### config.mk
export PLATFORM = sky130hd
export DESIGN_NAME = led_sequencer_flat
export DESIGN_NICKNAME = d
export VERILOG_FILES = /design/src/rtl/led_sequencer_if.sv /design/src/rtl/led_sequencer.sv /design/src/flat_wrapper.sv
export SDC_FILE = /design/constraint.sdc
export NUM_CORES = 1
export LEC_CHECK = 0
export BUFFER_PORTS_ARGS = -buffer_cell sky130_fd_sc_hd__buf_2
export CAP_MARGIN = 20
export CORE_ASPECT_RATIO = 0.9
export CORE_UTILIZATION = 28
export DETAILED_ROUTE_END_ITERATION = 6
export SYNTH_ARGS = -nofsm -noshare
export SYNTH_HDL_FRONTEND = slang
export SYNTH_SLANG_ARGS = --single-unit
### constraint.sdc
create_clock -name clk -period 4.75 [get_ports clk]
set_input_delay 0.475 -clock clk [delete_from_list [all_inputs] [get_ports clk]]
set_output_delay 0.475 -clock clk [all_outputs]
set_load 0.1 [all_outputs]
### src/rtl/led_sequencer_if.sv
// CPU-side register bus for the LED sequencer: register select, write strobe,
// write data and combinational read data.
interface led_sequencer_if #(
  parameter int WIDTH = 32
);
  logic [1:0]       addr;
  logic             WE;
  logic [WIDTH-1:0] Din;
  logic [WIDTH-1:0] Dout;

  modport master (output addr, WE, Din, input Dout);
  modport slave  (input addr, WE, Din, output Dout);
endinterface

### src/rtl/led_sequencer.sv
// LED driver front end: CPU writes a static pattern or arms a blink/rotate engine.
// Optional macro LED_SEQ_IRQ_EN adds a sticky update flag and the irq output.
module led_sequencer #(
  parameter int WIDTH = 32,
  parameter int CNT_W = 32
) (
  input  logic             clk,
  input  logic             reset,
  led_sequencer_if.slave   bus,
  output logic             led_we,
  output logic [WIDTH-1:0] led_din
`ifdef LED_SEQ_IRQ_EN
  ,
  output logic             irq
`endif
);

  typedef enum logic [1:0] {IDLE, RUN, UPD} state_t;

  state_t           state;
  logic [1:0]       mode;
  logic             run;
  logic [CNT_W-1:0] period;
  logic [CNT_W-1:0] cnt;
  logic [WIDTH-1:0] pattern;
  logic             phase;

  logic             ctrl_wr;
  logic             period_wr;
  logic             pattern_wr;
  logic             reload;
  logic [1:0]       mode_next;
  logic             run_next;
  logic [CNT_W-1:0] period_next;
  logic [CNT_W-1:0] reload_val;
  logic             armed;
  logic             armed_next;
  logic             upd_fire;
  logic [WIDTH-1:0] rot_left;
  logic [WIDTH-1:0] rot_right;

  assign ctrl_wr    = bus.WE && (bus.addr == 2'd0);
  assign period_wr  = bus.WE && (bus.addr == 2'd1);
  assign pattern_wr = bus.WE && (bus.addr == 2'd2);
  assign reload     = ctrl_wr || period_wr || pattern_wr;

  // Arming from IDLE sees the values being written; leaving to IDLE sees the stored ones.
  assign mode_next   = ctrl_wr ? bus.Din[1:0] : mode;
  assign run_next    = ctrl_wr ? bus.Din[2] : run;
  assign period_next = period_wr ? CNT_W'(bus.Din) : period;
  assign reload_val  = (period_next == '0) ? '0 : period_next - CNT_W'(1);
  assign armed       = run && (mode != 2'd0) && (period != '0);
  assign armed_next  = run_next && (mode_next != 2'd0) && (period_next != '0);

  // A PATTERN write in the UPD cycle pre-empts the engine update.
  assign upd_fire  = (state == UPD) && armed && !pattern_wr;
  assign rot_left  = {pattern[WIDTH-2:0], pattern[WIDTH-1]};
  assign rot_right = {pattern[0], pattern[WIDTH-1:1]};

`ifdef LED_SEQ_IRQ_EN
  logic tick_flag;
  logic status_wr;

  assign status_wr = bus.WE && (bus.addr == 2'd3);
  assign irq       = tick_flag;
`endif

  always_comb begin
    bus.Dout = '0;
    case (bus.addr)
      2'd0:    bus.Dout = WIDTH'({run, mode});
      2'd1:    bus.Dout = WIDTH'(period);
      2'd2:    bus.Dout = pattern;
`ifdef LED_SEQ_IRQ_EN
      default: bus.Dout = {tick_flag, led_din[WIDTH-2:0]};
`else
      default: bus.Dout = led_din;
`endif
    endcase
  end

  always_ff @(posedge clk or negedge reset) begin
    if (!reset) begin
      state     <= IDLE;
      mode      <= 2'd0;
      run       <= 1'b0;
      period    <= '0;
      cnt       <= '0;
      pattern   <= '0;
      phase     <= 1'b0;
      led_we    <= 1'b0;
      led_din   <= '0;
`ifdef LED_SEQ_IRQ_EN
      tick_flag <= 1'b0;
`endif
    end else begin
      led_we <= 1'b0;

      case (state)
        IDLE: begin
          if (armed_next) begin
            state <= RUN;
            cnt   <= reload_val;
          end else if (ctrl_wr || period_wr) begin
            cnt <= reload_val;
          end
        end
        RUN: begin
          if (!armed) begin
            state <= IDLE;
          end else if (reload) begin
            cnt <= reload_val;
          end else if (cnt == '0) begin
            state <= UPD;
          end else begin
            cnt <= cnt - CNT_W'(1);
          end
        end
        UPD: begin
          if (!armed) begin
            state <= IDLE;
          end else begin
            state <= RUN;
            cnt   <= reload_val;
          end
          if (upd_fire) begin
            led_we <= 1'b1;
            case (mode)
              2'd1: begin
                phase   <= ~phase;
                led_din <= phase ? pattern : '0;
              end
              2'd2: begin
                pattern <= rot_left;
                led_din <= rot_left;
              end
              2'd3: begin
                pattern <= rot_right;
                led_din <= rot_right;
              end
              default: ;
            endcase
          end
        end
        default: state <= IDLE;
      endcase

      // CPU writes come last so they override any engine effect in the same cycle.
      if (ctrl_wr) begin
        mode  <= bus.Din[1:0];
        run   <= bus.Din[2];
        phase <= 1'b0;
      end
      if (period_wr) begin
        period <= CNT_W'(bus.Din);
        phase  <= 1'b0;
      end
      if (pattern_wr) begin
        pattern <= bus.Din;
        led_din <= bus.Din;
        led_we  <= 1'b1;
        phase   <= 1'b0;
      end

`ifdef LED_SEQ_IRQ_EN
      if (upd_fire) begin
        tick_flag <= 1'b1;
      end else if (status_wr) begin
        tick_flag <= 1'b0;
      end
`endif
    end
  end

endmodule

### src/flat_wrapper.sv
// flat-port wrapper written by rule: the top's interface ports become plain ports
module led_sequencer_flat 
#(
  parameter int WIDTH = 32,
  parameter int CNT_W = 32
)
  (clk, reset, led_we, led_din, bus_addr, bus_WE, bus_Din, bus_Dout);
  led_sequencer_if #(.WIDTH(WIDTH)) bus_i ();
  input  logic clk;
  input  logic reset;
  output logic led_we;
  output logic [WIDTH-1:0] led_din;
  input wire logic [$bits(bus_i.addr)-1:0] bus_addr;
  input wire logic [$bits(bus_i.WE)-1:0] bus_WE;
  input wire logic [$bits(bus_i.Din)-1:0] bus_Din;
  output wire logic [$bits(bus_i.Dout)-1:0] bus_Dout;
  assign bus_i.addr = bus_addr;
  assign bus_i.WE = bus_WE;
  assign bus_i.Din = bus_Din;
  assign bus_Dout = bus_i.Dout;
  led_sequencer #(.WIDTH(WIDTH), .CNT_W(CNT_W)) u_core (.clk(clk), .reset(reset), .bus(bus_i), .led_we(led_we), .led_din(led_din));
endmodule
==> key figures <==
Routing
  • Routed WL: between 30 and 40 mm
  • Detail Route Antenna Nets: 0
  • Drt wl/cell: 19.2 um
  • Drt drc: 0
  • Vias per cell: around 5.6
  • Drt initial violations: 977
  • First-pass iteration count of the detailed router: 5
  • Via count: between 8000 and 9000

Power
  • Clk network pwr share: 0.227
  • Worst vdd ir: 0.345 mV
  • Sw frac: 0.469
  • Switching power: ~2.8 mW
  • PwrDens: between 500 and 600 nW/um^2
  • Sequential share of power: 0.329
  • Internal power: around 3.2 mW
  • Logic gate share of total power: 0.444
  • Power Total: 6.08 mW
  • Pleak: 4.66 nW

Floorplanning
  • Die width: 194 um
  • Die Y: roughly 180 um
  • Initial Util: 0.288
  • Rows: 62
  • Die area: approximately 34000 um^2
  • I/O pins: a little over 100
  • Core area: ~32000 um^2

Finish
  • Synthesis-to-finish area growth: 16.0%
  • Fillers: around 3300
  • Layout Nets: about 1200
  • Most common cell after layout, fill and taps aside: nand2_1
  • Most frequent cells in the layout: nand2_1, dfrtp_1, o21ai_0, nor2_1, buf_2
  • Util after Layout: 0.334
  • Post-route insts no fill: 1601
  • Layout cells sized above 1: 0.229
  • Design area: roughly 11000 um^2

Timing
  • Worst-margin pin slew: between 1 and 1.5 ns
  • RSZ-0062 raised after global routing: false
  • Slew headroom: 0.248
  • FMAX: around 280 MHz
  • Final hold vios: 0
  • Worst Skew: about 0.012 ns
  • Final WS setup: 1.12 ns
  • Setup violations, final: 0
  • Pins Over Slew Limit: 0
  • TNS Setup: 0 ns
  • WHS: 0.347 ns
  • Crit path time final: 3.63 ns
  • Final Cycle Share: 0.764

Synth
  • Dominant synthesized flop cell: dfrtp_1
  • Syn_area_per_cell: around 8.4 um^2
  • Cell variety after synth: between 60 and 70
  • Post-synth EDFFs: 0
  • Mapped Nets: ~1200
  • Synth Warn #: 0
  • Synthesized cell area: ~9300 um^2
  • Synth Instances: approximately 1100
  • Number of synthesized register bits: ~140
  • Ys async rst share: 1.00
  • Seq/Total Area, Yosys: 0.363

Placed design
  • DP Worst Slack: between 0.9 and 1 ns
  • DP Cell Count: between 1500 and 2000
  • Cell Area, Placed: between 10000 and 15000 um^2
  • Buffers on Ports: 101
  • DP Wirelength: about 22 mm
  • Routability cong.: 0.915

GRT
  • GRT met2 Usage: 0.278
  • Largest net degree at the start of global routing: 97
  • Met1 global-route usage: 0.256
  • Vias in the first global route: between 8000 and 9000
  • First-pass GRT wire length: ~49 mm
  • Total track usage: 0.182
  • Most used routing layer: met2
  • Initial antenna violation count: 3
  • Met3 Usage GRT: 0.0405
  • Grt ovf: 0

Critical path
  • Reg2reg path depth: 10
  • CP max FO: 65
  • CP endpoint kind: flip-flop
  • CP required: between 5 and 6 ns
  • Worst flop-to-flop path startpoint: u_core.cnt[0]
  • CP Launch Type: flip-flop
  • CP Class: reg -> reg
  • Worst setup startpoint: u_core.cnt[0]
  • Worst path arrival time: between 3 and 4 ns

Min path
  • Hold Path Stages: 3
  • Type of the worst min-delay path: in -> reg
  • Worst Min Path Start: bus_Din[31]

Clocking
  • Clk buf depth: 2
  • Post-CTS Resized: 0
  • Post-CTS setup buffer count: 0
  • Root buf cell: clkbuf_16
  • CTS HTree Levels: 4
  • Cts bufs inserted: 17
  • Clock Latency Late Sink: roughly 0.44 ns
  • Clk slew on worst S/H paths: 0.06 ns
  • Cts hold-fix bufs: 1
  • CTS sink cnt: approximately 140
  • CTS tree: built

Job
  • Max_cap viols: 0

Outcome
  • Outcome: completed
[flip-flops by register name, summed over array words and instances (netlist names)]
signal,cells
u_core.run,1
u_core.cnt,32
u_core.period,32
u_core.pattern,32
u_core.mode,2
u_core.state,2
u_core.led_we,1
u_core.led_din,32
u_core.phase,1
[power groups by stage]
stage               registers, mW  clock network, mW  logic [mW]
CTS                          1.98               1.41        2.69
floorplan                    2.18                  0        1.88
global placement             2.00                  0        2.65
detailed placement           2.00                  0        2.69
global route                 2.06               1.45        2.90
finish                       2.00               1.38        2.70
[layer usage]
layer | vias up | part of all wire
li1 | 4139 | -
met1 | 4390 | 0.46
met2 | 374 | 0.45
met3 | 39 | 0.075
met4 | 0 | 0.017
met5 | - | 0
[cells in the mapped netlist, types with 4 or more instances]
cell type / instances / area share
xor2_1: 10 / 0.0094
a22oi_1: 7 / 0.0056
nand2_1: 164 / 0.066
mux2i_1: 42 / 0.045
xnor2_1: 20 / 0.019
buf_2: 10 / 0.0054
nor3_1: 41 / 0.022
a2bb2oi_1: 5 / 0.0047
o22a_1: 4 / 0.0038
nor4_1: 23 / 0.015
o21ai_0: 121 / 0.065
a32oi_1: 8 / 0.0075
nor2_1: 112 / 0.045
a21oi_1: 99 / 0.053
nand4_1: 10 / 0.0067
buf_1: 12 / 0.0048
a22o_1: 29 / 0.027
dfrtp_1: 135 / 0.36
nand3_1: 15 / 0.0081
clkbuf_1: 54 / 0.022
or3_1: 6 / 0.0040
inv_1: 18 / 0.0073
mux2_2: 97 / 0.12
[critical path: stages (launching register included)]
cell       delay [ns]
dfrtp_1          0.40
inv_1            0.07
ha_1             0.20
or3b_1           0.43
nor4_4           0.46
and3_1           0.56
a211oi_1         0.20
a2111oi_4        0.29
buf_4            0.51
nor3_1           0.10
a211o_1          0.29
[cell type report]
| class | instances | area (um^2) | share of cell area |
|---|---|---|---|
| Multi-Input combinational cell | 878 | 5570 | 0.515 |
| Sequential cell | 135 | 3380 | 0.313 |
| Timing Repair Buffer | 121 | 664 | 0.0615 |
| Tap cell | 416 | 520 | 0.0482 |
| Clock buffer | 22 | 484 | 0.0448 |
| Clock inverter | 10 | 120 | 0.0111 |
| Inverter | 18 | 67.6 | 0.00625 |
| Antenna cell | 1 | 2.50 | 0.000232 |
[worst paths after layout]
kind | slack [ns] | endpoint
max in group asynchronous | 3.14 | u_core.period[5]
hold reg to reg | 0.51 | u_core.cnt[21]
setup / recovery | 1.12 | u_core.cnt[0]
setup reg to reg | 1.12 | u_core.cnt[0]
min in group asynchronous | 0.56 | u_core.cnt[26]
hold / removal | 0.35 | u_core.led_din[31]
[cells by family after synthesis]
logic type | Yosys count | synth area share
buf+inv | 100 | 0.0443
flops | 135 | 0.363
mux | 145 | 0.174
simple gates | 399 | 0.194
xor+xnor | 30 | 0.0282
fa+ha+maj | 2 | 0.00269
compound gates | 302 | 0.195
Power figures use the tool's default switching activity.
